===== config.mk =====
export PLATFORM = sky130hd
export DESIGN_NAME = regfile_write_arbiter
export DESIGN_NICKNAME = d
export VERILOG_FILES = /design/src/rtl/regfile_write_arbiter.sv
export SDC_FILE = /design/constraint.sdc
export NUM_CORES = 1
export LEC_CHECK = 0
export ABC_AREA = 1
export CAP_MARGIN = 20
export CORE_MARGIN = 2
export CORE_UTILIZATION = 39
export CTS_CLUSTER_DIAMETER = 30
export DETAILED_ROUTE_END_ITERATION = 8
export GPL_ROUTABILITY_DRIVEN = 1
export GPL_TIMING_DRIVEN = 1
export PLACE_DENSITY_LB_ADDON = 0.3
export SLEW_MARGIN = 0
export SYNTH_ARGS = -nofsm -noshare
export SYNTH_HDL_FRONTEND = slang
export SYNTH_SLANG_ARGS = --single-unit

===== constraint.sdc =====
create_clock -name clk -period 4.3 [get_ports clk]
set_input_delay 0.86 -clock clk [delete_from_list [all_inputs] [get_ports clk]]
set_output_delay 0.86 -clock clk [all_outputs]
set_load 0.1 [all_outputs]

===== src/rtl/regfile_write_arbiter.sv =====
// regfile_write_arbiter: round-robin share of the register file write port between two writeback sources,
// with a registered write launch and read bypass from the in-flight write.
module regfile_write_arbiter #(
    parameter int DATA_W = 32,
    parameter int ADDR_W = 5,
    parameter int CNT_W  = 16
) (
    input  logic              clk,
    input  logic              rst_n,
    input  logic              req0_valid,
    input  logic [ADDR_W-1:0] req0_addr,
    input  logic [DATA_W-1:0] req0_data,
    output logic              req0_ready,
    input  logic              req1_valid,
    input  logic [ADDR_W-1:0] req1_addr,
    input  logic [DATA_W-1:0] req1_data,
    output logic              req1_ready,
    output logic              rf_we,
    output logic [ADDR_W-1:0] rf_waddr,
    output logic [DATA_W-1:0] rf_wdata,
    input  logic [ADDR_W-1:0] rd_addr1,
    input  logic [ADDR_W-1:0] rd_addr2,
    input  logic [DATA_W-1:0] rf_rdata1,
    input  logic [DATA_W-1:0] rf_rdata2,
    output logic [DATA_W-1:0] rd_data1,
    output logic [DATA_W-1:0] rd_data2,
    output logic [CNT_W-1:0]  grant_count
);
    logic              last;
    logic              grant;
    logic [ADDR_W-1:0] win_addr;
    logic [DATA_W-1:0] win_data;
    // last==1 means requester 1 was served most recently, so requester 0 wins a tie
    always_comb begin
        req0_ready = req0_valid && (!req1_valid || last);
        req1_ready = req1_valid && (!req0_valid || !last);
        grant      = req0_ready || req1_ready;
        win_addr   = req1_ready ? req1_addr : req0_addr;
        win_data   = req1_ready ? req1_data : req0_data;
        rd_data1   = (rf_we && rf_waddr == rd_addr1) ? rf_wdata : rf_rdata1;
        rd_data2   = (rf_we && rf_waddr == rd_addr2) ? rf_wdata : rf_rdata2;
    end
    always_ff @(posedge clk or negedge rst_n) begin
        if (!rst_n) begin
            last        <= 1'b1;
            rf_we       <= 1'b0;
            rf_waddr    <= '0;
            rf_wdata    <= '0;
            grant_count <= '0;
        end else begin
            rf_we <= grant && win_addr != '0;
            if (grant) begin
                last     <= req1_ready;
                rf_waddr <= win_addr;
                rf_wdata <= win_data;
                if (grant_count != '1)
                    grant_count <= grant_count + 1'b1;
            end
        end
    end
endmodule


==> run_results.csv, run 1 <==
group,metric,value,unit
cells_and_area,multi_input_area,2320,sq um
placed_design,dpl_cell_area,7480,sq um
yosys,yosysTopAreaCellShare,33.6,%
drt,ant_nets,0,
worst_setup_path,setup.worst_path.start_class,"input pin",
power_and_ir_drop,netSwitchingPower,1.74,mW
cells_and_area,finish.instance_area,7600,sq um
power_and_ir_drop,peakVddDrop,689,uV
yosys,ys_top_cells_by_count,"250 x nand2_1, 70 x nand4_1, 56 x nor2_1, 54 x dfrtp_1, 33 x o21ai_0",
global_routing,grtUsageMet2,55.4,%
power_and_ir_drop,comb_power_share,65.3,%
drt,wl_per_cell,17.7,um
sta,post-route-min-period,3860,ps
clock_network,cts_max_path_buffers,2,
power_and_ir_drop,p_seq_share,23.0,%
yosys,netlist_top_cells_area,"dfrtp_1 34%, nand2_1 23%, nand4_1 11%",
yosys,syn_area,4020,sq um
worst_setup_path,path_cells,"clkdlybuf4s50_1, inv_1, nand2_1, o21ai_0, nor2_2, buf_4, nand3_2, nand2_1, nand2_1, buf_12",
drt,num_vias,5531,
clock_network,htreeDepth,2,
sta,fin_skew,4.89,ps
worst_setup_path,regToRegSetupSlack,2180,ps
cells_and_area,drive_gt1_share,13.0,%
worst_setup_path,rr_startpoint,"last",
min_path,hp-start,"grant_count[15]",
global_routing,gr-total-overflow,0,
global_routing,antenna_found_initial,0,
clock_network,postCtsSetupRepairBufs,0,
clock_network,clock_latency,310,ps
status,outcome,"completed",
yosys,syn_area_per_cell,6.40,sq um
power_and_ir_drop,switching_share,55.6,%
floorplanning,start_util,39.5,%
clock_network,clk_transition_reported_paths,100,ps
sta,fin_crit_sh,89.7,%
worst_setup_path,r2r_cells,7,
global_routing,top_usage_layer,"met2",
yosys,ys_types,28,
yosys,synthArstFlopShare,100,%
sta,setup_violations,0,
cells_and_area,diodes,0,
floorplanning,io_pins,272,
drt,via_per_inst,5.42,
clock_network,cts_tree,"yes",
power_and_ir_drop,power.density,411,nW/um^2
worst_setup_path,worstPathRequired,3440,ps
floorplanning,die_w,106,um
power_and_ir_drop,intPower,1.39,mW
worst_setup_path,path_buf_inv,4,
worst_setup_path,cp_slowest_stage_delay,570,ps
cells_and_area,fillers,771,
sta,slew_violations,0,
sta,tightest_slew,1060,ps
min_path,holdPathStages,2,
floorplanning,die_area,11100,sq um
yosys,syn_inst,629,
power_and_ir_drop,p_leak,3.43,nW
floorplanning,die_y,106,um
drt,dr.pass1.iters,5,
global_routing,grt_pass1_wl,28100,um
clock_network,hold_buffers,0,
clock_network,cts_sinks,55,
drt,drt_iter0_drc,317,
cells_and_area,area_growth,89.0,%
worst_setup_path,endpoint_kind,"primary output",
drt,remaining_drc_errors,0,
clock_network,numCtsBuffers,5,
worst_setup_path,cpLargestDelayFamily,"simple AND/OR/NAND/NOR gates",
min_path,hp-class,"reg -> reg",
drt,finalWirelength,18000,um
yosys,yosysMostFrequentCell,"nand2_1",
worst_setup_path,crit_type,"in -> out",
floorplanning,core_region_area,10200,sq um
global_routing,grt_max_degree,56,
worst_setup_path,critPathArrivalTime,3000,ps
yosys,synth_ff_type,"dfrtp_1",
yosys,seq_area_frac_synth,34.2,%
cells_and_area,ff_latch_area,1380,sq um
placed_design,gp_congestion,0.965,
power_and_ir_drop,p_clk_share,11.7,%
worst_setup_path,cp_max_fo,32,
sta,rsz0062_at_grt,"false",
min_path,hold_end,"grant_count[15]",
global_routing,track_usage,31.6,%
sta,tns,0,ps
sta,max_slew_margin,29.0,%
floorplanning,rows,37,
sta,finalHoldViolations,0,
yosys,synth_warnings,0,
worst_setup_path,cp_common_cell,"nand2_1",
global_routing,grtUsageMet1,38.6,%
yosys,syn_nets,782,
placed_design,dpl.hpwl,14100,um
clock_network,cts_root_buf,"clkbuf_8",
cells_and_area,fin_nets,1036,
sta,timing.fmax,259,MHz
clock_network,cts_resized,0,
global_routing,grtUsageMet3,6.00,%
run,maxCapViolCount,0,
yosys,synth-edff-count,0,
yosys,synth_seq_cells,55,
worst_setup_path,cp_slowest_cell,"nand3_2",
worst_setup_path,regToRegEndpoint,"grant_count[3]",
yosys,yosysTopAreaCell,"dfrtp_1",
placed_design,io_buffers,271,
global_routing,grt_pass1_vias,5321,
==> registers in the layout, indices dropped and copies added (netlist names) <==
| register | flops |
|---|---|
| rf_wdata | 32 |
| grant_count | 16 |
| rf_waddr | 5 |
| last | 1 |
| rf_we | 1 |
==> cells by family after synthesis <==
| family | share of synthesized area, % |
|---|---|
| AOI/OAI and AO/OA | 11.3 |
| and+or+nand+nor | 44.5 |
| adders and majority gates | 0.311 |
| xor gates and xnor gates | 1.31 |
| DFF | 34.2 |
| buffers and inverters | 8.40 |
==> per-layer routing <==
metal,wire (um),vias to the layer above,part of all wire (%)
met5,0,-,0
met2,9120,263,51
li1,-,2589,-
met1,6950,2629,39
met3,1340,50,7.5
met4,611,0,3.4
==> through the flow <==
| stage | total power, mW | hold WS, ps | util [%] | std cells | setup slack, ps |
|---|---|---|---|---|---|
| 5_1_grt | 3.23 | 586 | 74.6 | 1020 | 271 |
| 2_1_floorplan | 2.04 | 507 | - | 629 | 952 |
| 4_1_cts | 3.13 | 550 | 74.6 | 1020 | 451 |
| 6_report | 3.12 | 562 | 74.6 | 1020 | 442 |
| 3_5_place_dp | 2.76 | 527 | 73.5 | 1012 | 464 |
| 3_3_place_gp | 2.73 | 513 | 73.5 | 1012 | 502 |
==> how the worst max path moves through the flow <==
stage / from / endpoint / slack, ps / cells past startpoint
after floorplan: rf_waddr[0] / rd_data1[10] / 950 / 7
after CTS: rd_addr1[4] / rd_data1[3] / 450 / 10
after global placement: rd_addr1[4] / rd_data1[2] / 500 / 10
after global routing: rd_addr1[4] / rd_data1[2] / 270 / 10
after detailed placement: rd_addr1[4] / rd_data1[3] / 460 / 10
final: rd_addr1[4] / rd_data1[3] / 440 / 10
==> power by group through the flow <==
| stage | combinational [mW] | sequential [mW] | clock (mW) |
|---|---|---|---|
| 6_report | 2.04 | 0.718 | 0.367 |
| 5_1_grt | 2.11 | 0.730 | 0.387 |
| 4_1_cts | 2.04 | 0.715 | 0.370 |
| 3_5_place_dp | 2.04 | 0.723 | 0 |
| 3_3_place_gp | 2.01 | 0.719 | 0 |
| 2_1_floorplan | 0.780 | 1.26 | 0 |
==> cell usage in the layout (no fill, tap or decap), drive strengths merged, types with 6 or more instances in the layout <==
cell type,count
a21oi,33
buf,83
clkbuf,6
clkdlybuf4s50,204
dfrtp,54
inv,35
nand2,253
nand3,15
nand4,70
nor2,63
o21ai,53
==> worst min-delay path, cell delays in order, from the launching register on <==
cell,delay (ps)
dfrtp_1,410
nand2_1,80
nand2_1,50
==> area by class of cell <==
cell class	count	area share, %
timing repair buffer	287	45.9
multi-input combinational	499	30.5
sequential	55	18.1
tap	136	2.24
inverter	35	1.73
clock buffer	6	1.09
clock inverter	2	0.461
No activity file was read; power rests on OpenSTA's default activity.
==> run 2, diff against run 1 <==
--- a/config.mk
+++ b/config.mk
@@ -14,6 +14,7 @@
 export GPL_ROUTABILITY_DRIVEN = 1
 export GPL_TIMING_DRIVEN = 1
 export PLACE_DENSITY_LB_ADDON = 0.3
+export SKIP_LAST_GASP = 1
 export SLEW_MARGIN = 0
 export SYNTH_ARGS = -nofsm -noshare
 export SYNTH_HDL_FRONTEND = slang
==> results of run 2 <==
Same layout as run 1: the final DEF is identical, and so are final timing and power.
